`src/rtl/elevator_pkg.sv`:
```
// rtl/elevator_pkg.sv - shared sizes, controller state codes and scheduler states
package elevator_pkg;

    localparam int NUM_FLOORS = 8;
    localparam int FLOOR_W    = 3;

    localparam logic [2:0] CTRL_IDLE    = 3'b000;
    localparam logic [2:0] CTRL_MOVE_UP = 3'b001;
    localparam logic [2:0] CTRL_MOVE_DN = 3'b010;
    localparam logic [2:0] CTRL_DOOR    = 3'b011;

    typedef enum logic [2:0] {
        S_IDLE   = 3'd0,
        S_PICK   = 3'd1,
        S_ISSUE  = 3'd2,
        S_DEPART = 3'd3,
        S_TRAVEL = 3'd4
    } sched_state_t;

endpackage

```
`src/rtl/request_scheduler_if.sv`:
```
// rtl/request_scheduler_if.sv - scheduler <-> elevator controller destination handshake
interface request_scheduler_if #(
    parameter int FLOOR_W = elevator_pkg::FLOOR_W
);
    logic [FLOOR_W-1:0] current_floor;
    logic [2:0]         ctrl_state;
    logic [FLOOR_W-1:0] dest_floor;
    logic               input_h;

    modport master (
        input  current_floor,
        input  ctrl_state,
        output dest_floor,
        output input_h
    );

    modport slave (
        output current_floor,
        output ctrl_state,
        input  dest_floor,
        input  input_h
    );
endinterface

```
`src/rtl/floor_picker.sv`:
```
// rtl/floor_picker.sv - combinational sweep-order selection of the next destination floor
module floor_picker #(
    parameter int NUM_FLOORS = elevator_pkg::NUM_FLOORS,
    parameter int FLOOR_W    = elevator_pkg::FLOOR_W
) (
    input  logic [NUM_FLOORS-1:0] i_pending,
    input  logic [FLOOR_W-1:0]    i_current_floor,
    input  logic                  i_sweep_up,
    output logic                  o_found,
    output logic [FLOOR_W-1:0]    o_target,
    output logic                  o_new_sweep_up
);
    logic               w_cur_valid;
    logic               w_at_cur;
    logic               w_any_above;
    logic               w_any_below;
    logic [FLOOR_W-1:0] w_lo_above;
    logic [FLOOR_W-1:0] w_hi_below;

    // Descending scan leaves the lowest floor above; ascending scan leaves the highest below.
    always_comb begin
        w_cur_valid = int'(i_current_floor) < NUM_FLOORS;
        w_at_cur    = 1'b0;
        w_any_above = 1'b0;
        w_any_below = 1'b0;
        w_lo_above  = '0;
        w_hi_below  = '0;
        for (int i = NUM_FLOORS - 1; i >= 0; i--) begin
            if (i_pending[i] && (FLOOR_W'(i) > i_current_floor)) begin
                w_any_above = 1'b1;
                w_lo_above  = FLOOR_W'(i);
            end
        end
        for (int i = 0; i < NUM_FLOORS; i++) begin
            if (i_pending[i] && (FLOOR_W'(i) < i_current_floor)) begin
                w_any_below = 1'b1;
                w_hi_below  = FLOOR_W'(i);
            end
            if (i_pending[i] && (FLOOR_W'(i) == i_current_floor)) begin
                w_at_cur = 1'b1;
            end
        end
    end

    always_comb begin
        o_found        = 1'b0;
        o_target       = i_current_floor;
        o_new_sweep_up = i_sweep_up;
        if (w_cur_valid) begin
            if (w_at_cur) begin
                o_found = 1'b1;
            end else if (i_sweep_up) begin
                if (w_any_above) begin
                    o_found  = 1'b1;
                    o_target = w_lo_above;
                end else if (w_any_below) begin
                    o_found        = 1'b1;
                    o_target       = w_hi_below;
                    o_new_sweep_up = 1'b0;
                end
            end else begin
                if (w_any_below) begin
                    o_found  = 1'b1;
                    o_target = w_hi_below;
                end else if (w_any_above) begin
                    o_found        = 1'b1;
                    o_target       = w_lo_above;
                    o_new_sweep_up = 1'b1;
                end
            end
        end
    end
endmodule

```
`src/rtl/request_scheduler.sv`:
```
// rtl/request_scheduler.sv - elevator call latch and destination scheduler FSM
module request_scheduler #(
    parameter int NUM_FLOORS = elevator_pkg::NUM_FLOORS,
    parameter int FLOOR_W    = elevator_pkg::FLOOR_W
) (
    input  logic                  i_clk,
    input  logic                  i_reset,
    input  logic [NUM_FLOORS-1:0] i_call_req,
    output logic [NUM_FLOORS-1:0] o_pending,
    output logic                  o_sweep_up,
    request_scheduler_if.master   bus
);
    import elevator_pkg::*;

    sched_state_t          r_state;
    sched_state_t          w_state_nxt;
    logic [NUM_FLOORS-1:0] r_call_d;
    logic [NUM_FLOORS-1:0] r_pending;
    logic [NUM_FLOORS-1:0] w_set;
    logic [NUM_FLOORS-1:0] w_clr;
    logic [NUM_FLOORS-1:0] w_dest_mask;
    logic [NUM_FLOORS-1:0] w_pending_nxt;
    logic [FLOOR_W-1:0]    r_dest;
    logic                  r_sweep_up;
    logic [1:0]            r_dep_cnt;
    logic                  w_found;
    logic                  w_new_sweep;
    logic [FLOOR_W-1:0]    w_target;
    logic                  w_ctrl_idle;
    logic                  w_others;
    logic                  w_load;
    logic                  w_clr_en;
    logic                  w_input_h;
    logic                  w_cnt_clr;
    logic                  w_cnt_inc;

    assign w_ctrl_idle = (bus.ctrl_state == CTRL_IDLE);

    floor_picker #(
        .NUM_FLOORS (NUM_FLOORS),
        .FLOOR_W    (FLOOR_W)
    ) u_picker (
        .i_pending       (r_pending),
        .i_current_floor (bus.current_floor),
        .i_sweep_up      (r_sweep_up),
        .o_found         (w_found),
        .o_target        (w_target),
        .o_new_sweep_up  (w_new_sweep)
    );

    // A press at the floor where an idle car already stands is served on the spot.
    // The arrival clear is applied after the set so it wins a same-cycle collision.
    always_comb begin
        w_set       = i_call_req & ~r_call_d;
        w_dest_mask = '0;
        for (int i = 0; i < NUM_FLOORS; i++) begin
            if ((FLOOR_W'(i) == bus.current_floor) && w_ctrl_idle && (r_state == S_IDLE)) begin
                w_set[i] = 1'b0;
            end
            if (FLOOR_W'(i) == r_dest) begin
                w_dest_mask[i] = 1'b1;
            end
        end
        w_clr         = w_clr_en ? w_dest_mask : '0;
        w_others      = |(r_pending & ~w_dest_mask);
        w_pending_nxt = (r_pending | w_set) & ~w_clr;
    end

    always_ff @(posedge i_clk) begin
        if (i_reset) begin
            r_state <= S_IDLE;
        end else begin
            r_state <= w_state_nxt;
        end
    end

    always_comb begin
        w_state_nxt = r_state;
        w_load      = 1'b0;
        w_clr_en    = 1'b0;
        w_input_h   = 1'b0;
        w_cnt_clr   = 1'b0;
        w_cnt_inc   = 1'b0;
        case (r_state)
            S_IDLE: begin
                if (|r_pending) w_state_nxt = S_PICK;
            end
            S_PICK: begin
                if (w_found) begin
                    w_load      = 1'b1;
                    w_state_nxt = S_ISSUE;
                end else begin
                    w_state_nxt = S_IDLE;
                end
            end
            S_ISSUE: begin
                if (w_ctrl_idle) begin
                    w_input_h   = 1'b1;
                    w_cnt_clr   = 1'b1;
                    w_state_nxt = S_DEPART;
                end
            end
            S_DEPART: begin
                // Controller never leaving idle means the car was already at the destination.
                if (!w_ctrl_idle) begin
                    w_state_nxt = S_TRAVEL;
                end else if (r_dep_cnt == 2'd2) begin
                    w_clr_en    = 1'b1;
                    w_state_nxt = w_others ? S_PICK : S_IDLE;
                end else begin
                    w_cnt_inc = 1'b1;
                end
            end
            S_TRAVEL: begin
                if (w_ctrl_idle) begin
                    w_clr_en    = 1'b1;
                    w_state_nxt = w_others ? S_PICK : S_IDLE;
                end
            end
            default: w_state_nxt = S_IDLE;
        endcase
    end

    always_ff @(posedge i_clk) begin
        if (i_reset) begin
            r_call_d   <= '0;
            r_pending  <= '0;
            r_dest     <= '0;
            r_sweep_up <= 1'b1;
            r_dep_cnt  <= 2'd0;
        end else begin
            r_call_d  <= i_call_req;
            r_pending <= w_pending_nxt;
            if (w_load) begin
                r_dest     <= w_target;
                r_sweep_up <= w_new_sweep;
            end
            if (w_cnt_clr) begin
                r_dep_cnt <= 2'd0;
            end else if (w_cnt_inc) begin
                r_dep_cnt <= r_dep_cnt + 2'd1;
            end
        end
    end

    assign bus.dest_floor = r_dest;
    assign bus.input_h    = w_input_h;
    assign o_pending      = r_pending;
    assign o_sweep_up     = r_sweep_up;
endmodule
```
`src/flat_wrapper.sv`:
```
// flat-port wrapper written by rule: the top's interface ports become plain ports
module request_scheduler_flat import elevator_pkg::*;
#(
    parameter int NUM_FLOORS = elevator_pkg::NUM_FLOORS,
    parameter int FLOOR_W    = elevator_pkg::FLOOR_W
)
  (i_clk, i_reset, i_call_req, o_pending, o_sweep_up, bus_current_floor, bus_ctrl_state, bus_dest_floor, bus_input_h);
  request_scheduler_if #(.FLOOR_W(FLOOR_W)) bus_i ();
  input  logic i_clk;
  input  logic i_reset;
  input  logic [NUM_FLOORS-1:0] i_call_req;
  output logic [NUM_FLOORS-1:0] o_pending;
  output logic o_sweep_up;
  input wire logic [$bits(bus_i.current_floor)-1:0] bus_current_floor;
  input wire logic [$bits(bus_i.ctrl_state)-1:0] bus_ctrl_state;
  output wire logic [$bits(bus_i.dest_floor)-1:0] bus_dest_floor;
  output wire logic [$bits(bus_i.input_h)-1:0] bus_input_h;
  assign bus_i.current_floor = bus_current_floor;
  assign bus_i.ctrl_state = bus_ctrl_state;
  assign bus_dest_floor = bus_i.dest_floor;
  assign bus_input_h = bus_i.input_h;
  request_scheduler #(.NUM_FLOORS(NUM_FLOORS), .FLOOR_W(FLOOR_W)) u_core (.i_clk(i_clk), .i_reset(i_reset), .i_call_req(i_call_req), .o_pending(o_pending), .o_sweep_up(o_sweep_up), .bus(bus_i));
endmodule
```
`config.mk`:
```
export PLATFORM = sky130hd
export DESIGN_NAME = request_scheduler_flat
export DESIGN_NICKNAME = d
export VERILOG_FILES = /design/src/rtl/elevator_pkg.sv /design/src/rtl/request_scheduler_if.sv /design/src/rtl/floor_picker.sv /design/src/rtl/request_scheduler.sv /design/src/flat_wrapper.sv
export SDC_FILE = /design/constraint.sdc
export NUM_CORES = 1
export LEC_CHECK = 0
export BUFFER_PORTS_ARGS = -buffer_cell sky130_fd_sc_hd__clkbuf_2
export CAP_MARGIN = 20
export CORE_ASPECT_RATIO = 0.9
export CORE_UTILIZATION = 30
export CTS_CLUSTER_DIAMETER = 200
export DETAILED_ROUTE_END_ITERATION = 6
export PLACE_DENSITY = 0.49
export SLEW_MARGIN = 5
export SYNTH_ARGS = -nofsm -noshare
export SYNTH_HDL_FRONTEND = slang
export SYNTH_SLANG_ARGS = --single-unit
```
`constraint.sdc`:
```
create_clock -name i_clk -period 2.34 [get_ports i_clk]
set_input_delay 0.468 -clock i_clk [delete_from_list [all_inputs] [get_ports i_clk]]
set_output_delay 0.468 -clock i_clk [all_outputs]
set_load 0.005 [all_outputs]
```
# == Word level (Yosys, flattened, before mapping) ==
# Cells that the tools add are included.
# word_totals
ff_bits,25
in_bits,16
out_inout_bits,13
wordCells,193
# classes
add_sub_neg,1
n_lt_le_gt_ge,16
eq_ne,23
muxes,90
n_bitwise,8
n_reduce_logical,49
# ops
operator,count
two-way mux 3 bit,24
two-way mux 1 bit,61
logical AND 1 bit,40
bitwise AND 8 bit,3
equality test 3 bit (first input constant),8
NOT 8 bit,3
OR reduction 8 bit,2
one-hot mux 3 bit (5 select lines),1
equality test 2 x 3 -> 1 bit (first input constant),4
> comparator 3 bit (first input constant),4
logical NOT 3 bit,4
less-than comparator 3 bit (first input constant),4
two-way mux 8 bit,1
OR 8 bit,1
equality test 1 x 3 -> 1 bit (first input constant),2
equality test 3 x 2 -> 1 bit (second input constant),2
> comparator 1 x 3 -> 1 bit (first input constant),2
> comparator 2 x 3 -> 1 bit (first input constant),2
less-than comparator 1 x 3 -> 1 bit (first input constant),2
less-than comparator 2 x 3 -> 1 bit (first input constant),2
two-way mux 2 bit,2
!= test 2 x 1 -> 1 bit (second input constant),2
AND reduction 4 bit,1
equality test 3 x 1 -> 1 bit (second input constant),1
other kinds (9),9

# == Logic depth before layout (Yosys ltp) ==
# Gate-level depths: netlist (run 1).
# depth
depth_word,17
mapped_depth,8
depth_no_buf,7

# == Modules after synthesis ==
# From an unflattened synthesis (run 1), not the netlist that was laid out.
# hier_totals
cells_unflattened,210
area_unflattened_um2,1705.4
# by_module_without_submodules
mod,instances,cells_per_inst,area_each_um2,seq_area_each_um2
request_scheduler,1,132,1178.6,500.5
floor_picker,1,78,526.8,0.0

# == Least setup slack after synthesis (run 1) ==
# No wires, ideal clock.
# synth_timing
kind,input port to flip-flop
startpoint,input bus_current_floor[0]
endpoint,"register u_core.r_sweep_up, in the netlist u_core.o_sweep_up"
setup_time_ns,0.118
arrival_time_ns,1.911
t_required_ns,2.222
slack_ns,0.311
stages,7
n_path_buf,1
path_cell_list,buf_6 -> mux4_2 -> nor2b_4 -> a21o_4 -> or3b_1 -> a21oi_1 -> o21ai_1
# synth_via
elab_chain_len,17
word_cells_on_any_way,86
cone_classes,16 x order compare; 7 x eq/ne; 36 x mux; 1 x bitwise; 26 x reduce/logical
# synth_lines
element,line_no,rtl
from (decl),flat_wrapper.sv:14,input wire logic [$bits(bus_i.current_floor)-1:0] bus_current_floor;
> comparator 3 bit / less-than comparator 1 x 3 -> 1 bit (equally long branches),"floor_picker.sv:29, floor_picker.sv:35",
"logical AND 1 bit, on equally long branches","floor_picker.sv:29, floor_picker.sv:35",
"two-way mux 1 bit, on equally long branches (8 in a row)","floor_picker.sv:29, floor_picker.sv:35",
"two-way mux 1 bit, on equally long branches","floor_picker.sv:65, floor_picker.sv:56",
"two-way mux 1 bit, on equally long branches","floor_picker.sv:62, floor_picker.sv:53",
two-way mux 1 bit,floor_picker.sv:52,end else if (i_sweep_up) begin
two-way mux 1 bit,floor_picker.sv:50,if (w_at_cur) begin
two-way mux 1 bit,request_scheduler.sv:89,if (w_found) begin
two-way mux 1 bit,request_scheduler.sv:84,case (r_state)
AND reduction 2 bit (no line),-,
to (signal assigned),request_scheduler.sv:136,r_sweep_up <= w_new_sweep;
to (decl),request_scheduler.sv:24,logic r_sweep_up;
# Parallel ways exist; a longest one is shown, timed or not.
# A chain may end at the register's enable or synchronous reset.

# == Final worst setup path (run 1) ==
# layout_timing
startpoint,"register u_core.r_pending[1], in the netlist u_core.o_pending[1]"
endpoint,"register u_core.r_sweep_up, in the netlist u_core.o_sweep_up"
# layout_via
elab_chain_len,15
word_cells_on_any_way,33
cone_classes,28 x mux; 1 x bitwise; 4 x reduce/logical
# layout_lines
element,line_no,rtl
from (decl),request_scheduler.sv:18,logic [NUM_FLOORS-1:0] r_pending;
from (signal assigned),request_scheduler.sv:133,r_pending <= w_pending_nxt;
logical AND 1 bit,floor_picker.sv:35,if (i_pending[i] && (FLOOR_W'(i) < i_current_floor)) begin
two-way mux 1 bit (7 in a row),floor_picker.sv:35,
two-way mux 1 bit,floor_picker.sv:56,end else if (w_any_below) begin
two-way mux 1 bit,floor_picker.sv:53,if (w_any_above) begin
two-way mux 1 bit,floor_picker.sv:52,
two-way mux 1 bit,floor_picker.sv:50,
two-way mux 1 bit,request_scheduler.sv:89,
two-way mux 1 bit,request_scheduler.sv:84,
AND reduction 2 bit (no line),-,
# Parallel ways exist; a longest one is shown, timed or not.

==> impl_metrics.csv, run 1 <==
group,metric,value,unit
timing,finalSetupTns,0,ns
logic_synthesis,synth_area,0.00172,mm²
critical_path,startpoint,"u_core.o_pending[1]",
routing,vias_per_cell,5.53,
routing,postRouteWirelength,5020,µm
place,gp_congestion,0.814,
layout,areaGrowthSynthToFinish,16.3,%
logic_synthesis,synth.distinct_cells,53,
logic_synthesis,synth_fp_nets,245,
critical_path,cp.required,2.50,ns
critical_path,crit_cells,6,
cts,htreeDepth,1,
routing,first_pass_iters,4,
floorplan,rows,25,
critical_path,r2r-end,"u_core.o_sweep_up",
critical_path,reg2regPathDepth,6,
flow_run,cap_violations,0,
critical_path,cpLargestDelayFamily,"simple AND/OR/NAND/NOR gates",
cts,cts.sinks,25,
layout,n_antenna_cell,0,
place,io_buffers,28,
logic_synthesis,synthArstFlopShare,0,%
critical_path,r2r_start,"u_core.o_pending[1]",
global_route,grt_start_max_net_pins,25,
cts,cts_tree,"built",
floorplan,core,0.00538,mm²
routing,drcViolationCount,0,
place,place_inst,317,
timing,report.final.setup_viol,0,
logic_synthesis,synth_area_leaders,"dfxtp_1 29%, nand2_1 5.4%, nor2b_1 5.4%",
critical_path,path_cells,"mux4_2 -> nor2b_4 -> a21o_4 -> or3b_1 -> a21oi_1 -> o21ai_1",
timing,finalCritPeriodShare,82.7,%
floorplan,initial_utilization,32.0,%
layout,nets,272,
critical_path,r2r_setup_slack,0.41,ns
critical_path,critPathMaxFanout,10,
timing,period_needed,1.93,ns
routing,postRouteAntennaNets,0,
floorplan,fp.dieH,73.9,µm
min_path,worstHoldStart,"i_call_req[7]",
global_route,grt_first_pass_wirelength,7980,µm
cts,hold_buffers,0,
routing,drt_iter0_drc,103,
logic_synthesis,synth_edf_count,0,
layout,layout-drive-gt1-share,21.7,%
critical_path,endpoint,"u_core.o_sweep_up",
floorplan,ioPinCount,29,
critical_path,crit_buf_inv,0,
critical_path,worstSetupEndpointType,"flop",
place,dpl_cell_area,0.00196,mm²
timing,maxSlewHeadroom,65.0,%
logic_synthesis,syn_inst,228,
global_route,grt_pass1_vias,1569,
layout,layoutNonFillerInstCount,321,
critical_path,slowest_delay,0.48,ns
cts,clkLatencyLatePin,0.27,ns
timing,rsz0062_at_grt,"false",
cts,numCtsBuffers,3,
critical_path,worst_ep_arrival_time,2.10,ns
cts,path_clk_slew,0.10,ns
timing,slew_violations,0,
logic_synthesis,synth.avg_cell_area,7.56,µm²
place,hpwlAfterDp,3720,µm
routing,wl_per_cell,15.6,µm
global_route,track_usage,17.4,%
logic_synthesis,synthFlopType,"dfxtp_1",
min_path,min_path_type,"in2reg",
routing,vias,1776,
cts,cts_root_buf,"clkbuf_8",
cts,post_cts_buffers,0,
logic_synthesis,synth_top_area_share,29.0,%
logic_synthesis,yosys_warnings,0,
global_route,grt-ovfl-total,0,
power_and_ir_drop,powerDensity,608,mW/mm²
timing,hold_viol,0,
floorplan,die_w,81.9,µm
logic_synthesis,synth_top_cell_by_area,"dfxtp_1",
timing,worst_pin_slew,0.525,ns
critical_path,worstSetupStartpointType,"flop",
floorplan,floorplan.die_area,0.00605,mm²
cts,ctsLongestPathBuffers,2,
power_and_ir_drop,ir_worst_vdd,0.215,mV
logic_synthesis,seq_area_frac_synth,29.0,%
critical_path,critical_path_class,"reg2reg",
status,outcome,"finished clean",
timing,finClkSkew,0.00542,ns
critical_path,slowest_stage,"mux4_2",
logic_synthesis,ys_seq_elements,25,
layout,post-route-cell-area,0.00200,mm²
timing,fmaxAchievable,517,MHz
power_and_ir_drop,leakagePower,0.809,nW
cts,ctsResizeCount,0,
global_route,antenna_found_initial,0,
[where the power goes]
group          total, mW  switching [mW]  leakage (nW)  internal, mW
registers          0.547          0.0792         0.207         0.468
clock network      0.267           0.148        0.0255         0.119
logic              0.404           0.208         0.576         0.196
[worst min path at each step]
stage / to / cells after the start
global route: u_core.r_call_d[7] / 2
global placement: u_core.r_dep_cnt[1] / 2
detailed placement: u_core.r_dep_cnt[1] / 2
floorplan: u_core.r_dep_cnt[1] / 2
CTS: u_core.r_call_d[7] / 2
finish: u_core.r_call_d[7] / 2
[registers in the layout, summed over array words and instances, names as in the netlist]
| name | cells |
|---|---|
| u_core.o_sweep_up | 1 |
| u_core.o_pending | 8 |
| u_core.bus.dest_floor | 3 |
| u_core.r_state | 3 |
| u_core.r_dep_cnt | 2 |
| u_core.r_call_d | 8 |
[worst reg2reg max path, stage by stage (launching register included)]
cell	delay (ns)
dfxtp_1	0.43
mux4_2	0.48
nor2b_4	0.14
a21o_4	0.20
or3b_1	0.35
a21oi_1	0.15
o21ai_1	0.07
[placed cells by master, fill, tap and decap left out, drive strengths merged, types with 2 or more instances in the layout]
master	instances
and2	2
buf	13
clkbuf	31
and3	2
nand3b	2
dfxtp	25
o211ai	4
nor2	23
a32oi	2
mux4	3
nand4	4
a21oi	10
nand3	5
o22a	2
a31o	2
a211oi	7
o2bb2ai	2
o21bai	2
inv	13
a22oi	2
nand2b	5
o22ai	5
a31oi	10
nand2	25
a2bb2oi	2
or2	2
nor3	5
a311oi	3
or3b	2
o21ai	7
nor2b	16
[metrics by stage]
step                      power (mW)  hold WS [ns]  util, %  worst slack, ns
after floorplan                0.826         0.459        -            0.311
after CTS                       1.23         0.410     37.3            0.401
after detailed placement       0.960         0.487     36.4            0.129
after global placement         0.960         0.481     36.4            0.151
final                           1.22         0.412     37.3            0.405
after global routing            1.30         0.416     37.3            0.283
[area by class of cell]
cell class | count | area (µm²)
multi-input combinational | 171 | 1090
inverter | 13 | 48.8
fill | 607 | 3380
clock inverter | 1 | 5.00
clock buffer | 3 | 41.3
tap | 67 | 83.8
sequential | 25 | 500
timing repair buffer | 41 | 238
[cell families (layout without fill, tap and decap cells)]
family	count (synthesis)	after routing	share of synthesized area (%)
and+or+nand+nor	96	96	28.4
DFF	25	25	29.0
muxes	4	4	4.72
adders and majority gates	1	1	0.726
AOI/OAI and AO/OA	70	70	29.3
buffers and inverters	32	58	7.84
[synth_stat cells, types with 3 or more instances]
cell	instances
a211oi_1	7
a21oi_1	10
a311oi_1	3
a31oi_1	10
buf_2	3
clkbuf_1	14
dfxtp_1	25
inv_1	13
nand2_1	25
nand2b_1	5
nand3_1	5
nand4_1	4
nor2_1	23
nor2b_1	15
nor3_1	5
o211ai_1	4
o21ai_0	6
o22ai_1	5
[routing by layer]
| layer | up-vias | track usage (%) | part of all wire [%] |
|---|---|---|---|
| li1 | 876 | - | - |
| met1 | 842 | 27.5 | 51 |
| met2 | 56 | 24.6 | 43 |
| met3 | 2 | 1.86 | 5.0 |
| met4 | 0 | 3.90 | 0.46 |
| met5 | - | 0 | 0 |
No activity file was read; power rests on OpenSTA's default activity.
==> inputs of run 2 (changes only) <==
- ABC_AREA: unset -> 1
- PLACE_DENSITY: 0.49 -> 0.51
- clock period: 2.34 -> 1.55 ns (I/O delays scaled with it)
==> run 2 against run 1 <==
- synthesized cell count is 16% higher
- critical path depth is 2 lower
- non-clock buffer count is 16 higher
- via count is 1.6% higher
- design area is 1.2% higher
==> impl_metrics.csv, run 2 <==
group,metric,value,unit
routing,postRouteWirelength,4350,µm
cts,ctsLongestPathBuffers,2,
timing,finClkSkew,0.00641,ns
flow_run,cap_violations,0,
global_route,grt_first_pass_wirelength,7130,µm
critical_path,r2r_start,"u_core.o_pending[6]",
cts,post_cts_buffers,0,
logic_synthesis,synth_top_area_share,32.3,%
critical_path,r2r_setup_slack,0.16,ns
floorplan,rows,24,
routing,drcViolationCount,0,
timing,hold_ws,0.245,ns
cts,clkLatencyLatePin,0.27,ns
critical_path,worstSetupEndpointType,"output port",
logic_synthesis,synth_fp_nets,281,
logic_synthesis,yosysMostFrequentCell,"nand2_1",
critical_path,critPathMaxFanout,3,
global_route,use_met3,1.83,%
layout,n_fill_cell,556,
cts,ctsResizeCount,0,
logic_synthesis,synth.avg_cell_area,5.88,µm²
cts,cts_tree,"built",
place,hpwlAfterDp,3550,µm
timing,maxSlewHeadroom,78.2,%
timing,period_needed,1.45,ns
floorplan,die_w,77.8,µm
status,outcome,"finished clean",
critical_path,worstSetupStartpointType,"flop",
critical_path,cpLargestDelayFamily,"flip-flops",
routing,vias_per_cell,4.68,
routing,drt_iter0_drc,79,
global_route,grt-ovfl-total,0,
cts,htreeDepth,1,
min_path,hold_depth,3,
global_route,grt.busiest_layer,"met2",
layout,multi_input_area,922,µm²
global_route,grt_util_met2,26.7,%
layout,final_common_cell,"nand2_1",
logic_synthesis,synth.distinct_cells,23,
floorplan,ioPinCount,29,
logic_synthesis,ys_seq_elements,25,
critical_path,r2r-end,"u_core.o_sweep_up",
timing,fmaxAchievable,690,MHz
timing,slew_violations,0,
logic_synthesis,syn_inst,264,
logic_synthesis,seq_area_frac_synth,32.3,%
layout,areaGrowthSynthToFinish,30.8,%
layout,final_cell_mix,"80 x nand2_1, 41 x nor2_1, 29 x inv_1, 29 x buf_4, 28 x clkbuf_2",
logic_synthesis,synth_top_cell_by_area,"dfxtp_1",
timing,report.final.setup_viol,0,
timing,hold_viol,0,
logic_synthesis,synth_area_leaders,"dfxtp_1 32%, nand2_1 20%, nor2_1 10%",
layout,n_antenna_cell,0,
place,io_buffers,28,
logic_synthesis,synthFlopType,"dfxtp_1",
logic_synthesis,synth_area,0.00155,mm²
logic_synthesis,yosys_warnings,0,
layout,layout-drive-gt1-share,23.4,%
critical_path,slowest_delay,0.32,ns
critical_path,worst_ep_arrival_time,1.14,ns
power_and_ir_drop,powerDensity,980,mW/mm²
logic_synthesis,synthArstFlopShare,0,%
timing,fin_ws,0.100,ns
routing,postRouteAntennaNets,0,
critical_path,cp.required,1.24,ns
global_route,grt_pass1_vias,1640,
layout,nets,339,
power_and_ir_drop,p_total,1.99,mW
cts,cts.sinks,25,
critical_path,slowest_stage,"dfxtp_1",
logic_synthesis,synth_edf_count,0,
min_path,min_path_type,"in2reg",
power_and_ir_drop,ir_worst_vdd,0.509,mV
place,place_ws,-0.0917,ns
floorplan,core,0.00489,mm²
min_path,whs_endpoint,"u_core.r_call_d[2]",
logic_synthesis,synthTopCellsByCount,"81 x nand2_1, 43 x nor2_1, 29 x inv_1",
critical_path,reg2regPathDepth,8,
cts,cts_root_buf,"clkbuf_8",
min_path,worstHoldStart,"i_call_req[2]",
timing,finalCritPeriodShare,93.5,%
cts,path_clk_slew,0.09,ns
routing,vias,1805,
layout,regArea,502,µm²
critical_path,critical_path_class,"reg2out",
timing,finalSetupTns,0,ns
timing,worst_pin_slew,0.325,ns
global_route,track_usage,16.3,%
floorplan,fp.dieH,70.2,µm
cts,numCtsBuffers,3,
routing,wl_per_cell,11.3,µm
global_route,grt_use_met1,22.7,%
global_route,antenna_found_initial,0,
floorplan,floorplan.die_area,0.00546,mm²
routing,first_pass_iters,4,
global_route,grt_start_max_net_pins,15,
power_and_ir_drop,leakagePower,1.04,nW
place,gp_congestion,0.841,
critical_path,path_cells,"inv_1 -> nand2_1 -> nor3_2 -> clkbuf_2",
timing,rsz0062_at_grt,"false",
critical_path,crit_buf_inv,2,
cts,hold_buffers,0,
floorplan,initial_utilization,31.7,%
## run 2: per-layer routing
metal  part of all wire [%]  wire length [µm]
met4                   0.74                32
met2                     45              1950
met3                    4.0               175
met1                     50              2190
met5                      0                 0
## run 2: how the worst max path moves through the flow
stage	cells after the start	start	slack (ns)	endpoint
2_1_floorplan	11	bus_current_floor[1]	0.17	u_core.bus.dest_floor[2]
3_3_place_gp	12	bus_current_floor[1]	-0.08	u_core.bus.dest_floor[1]
3_5_place_dp	12	bus_current_floor[1]	-0.09	u_core.bus.dest_floor[2]
4_1_cts	4	u_core.r_state[2]	0.03	bus_input_h
5_1_grt	10	u_core.o_pending[1]	0.004	u_core.bus.dest_floor[1]
6_report	4	u_core.r_state[0]	0.10	bus_input_h
## run 2: cell families (layout without fill, tap and decap cells)
group / after synthesis / in the layout / synth area share, %
simple gates: 164 / 164 / 44.2
fa+ha+maj: 1 / 1 / 0.806
flops: 25 / 25 / 32.3
buf+inv: 36 / 93 / 9.44
compound gates: 38 / 38 / 13.3
## run 2: power breakdown
part	switching (mW)	leakage, nW	internal, mW	total [mW]
sequential	0.0957	0.208	0.732	0.828
combinational	0.458	0.805	0.318	0.776
clock	0.205	0.0255	0.180	0.385
total	0.758	1.04	1.23	1.99
## run 2: layout make-up
class	instances	share of cell area, %
clock buffer	3	2.03
clock inverter	1	0.247
inverter	32	5.92
multi-input combinational	203	45.4
sequential	25	24.7
tap	65	4.01
timing repair buffer	57	17.6
## run 2: tightest hold or removal path, delay by kind of cell
family	cells	cell delay [ns]
simple gates	1	0.04
buf+inv	2	0.14
## run 2: through the flow
step                utilization (%)  cell area, µm²  instances
finish                         41.5            2030        386
global route                   41.5            2030        386
CTS                            41.1            2010        386
detailed placement             40.1            1960        382
global placement               40.1            1960        382
floorplan                         -            1550        264
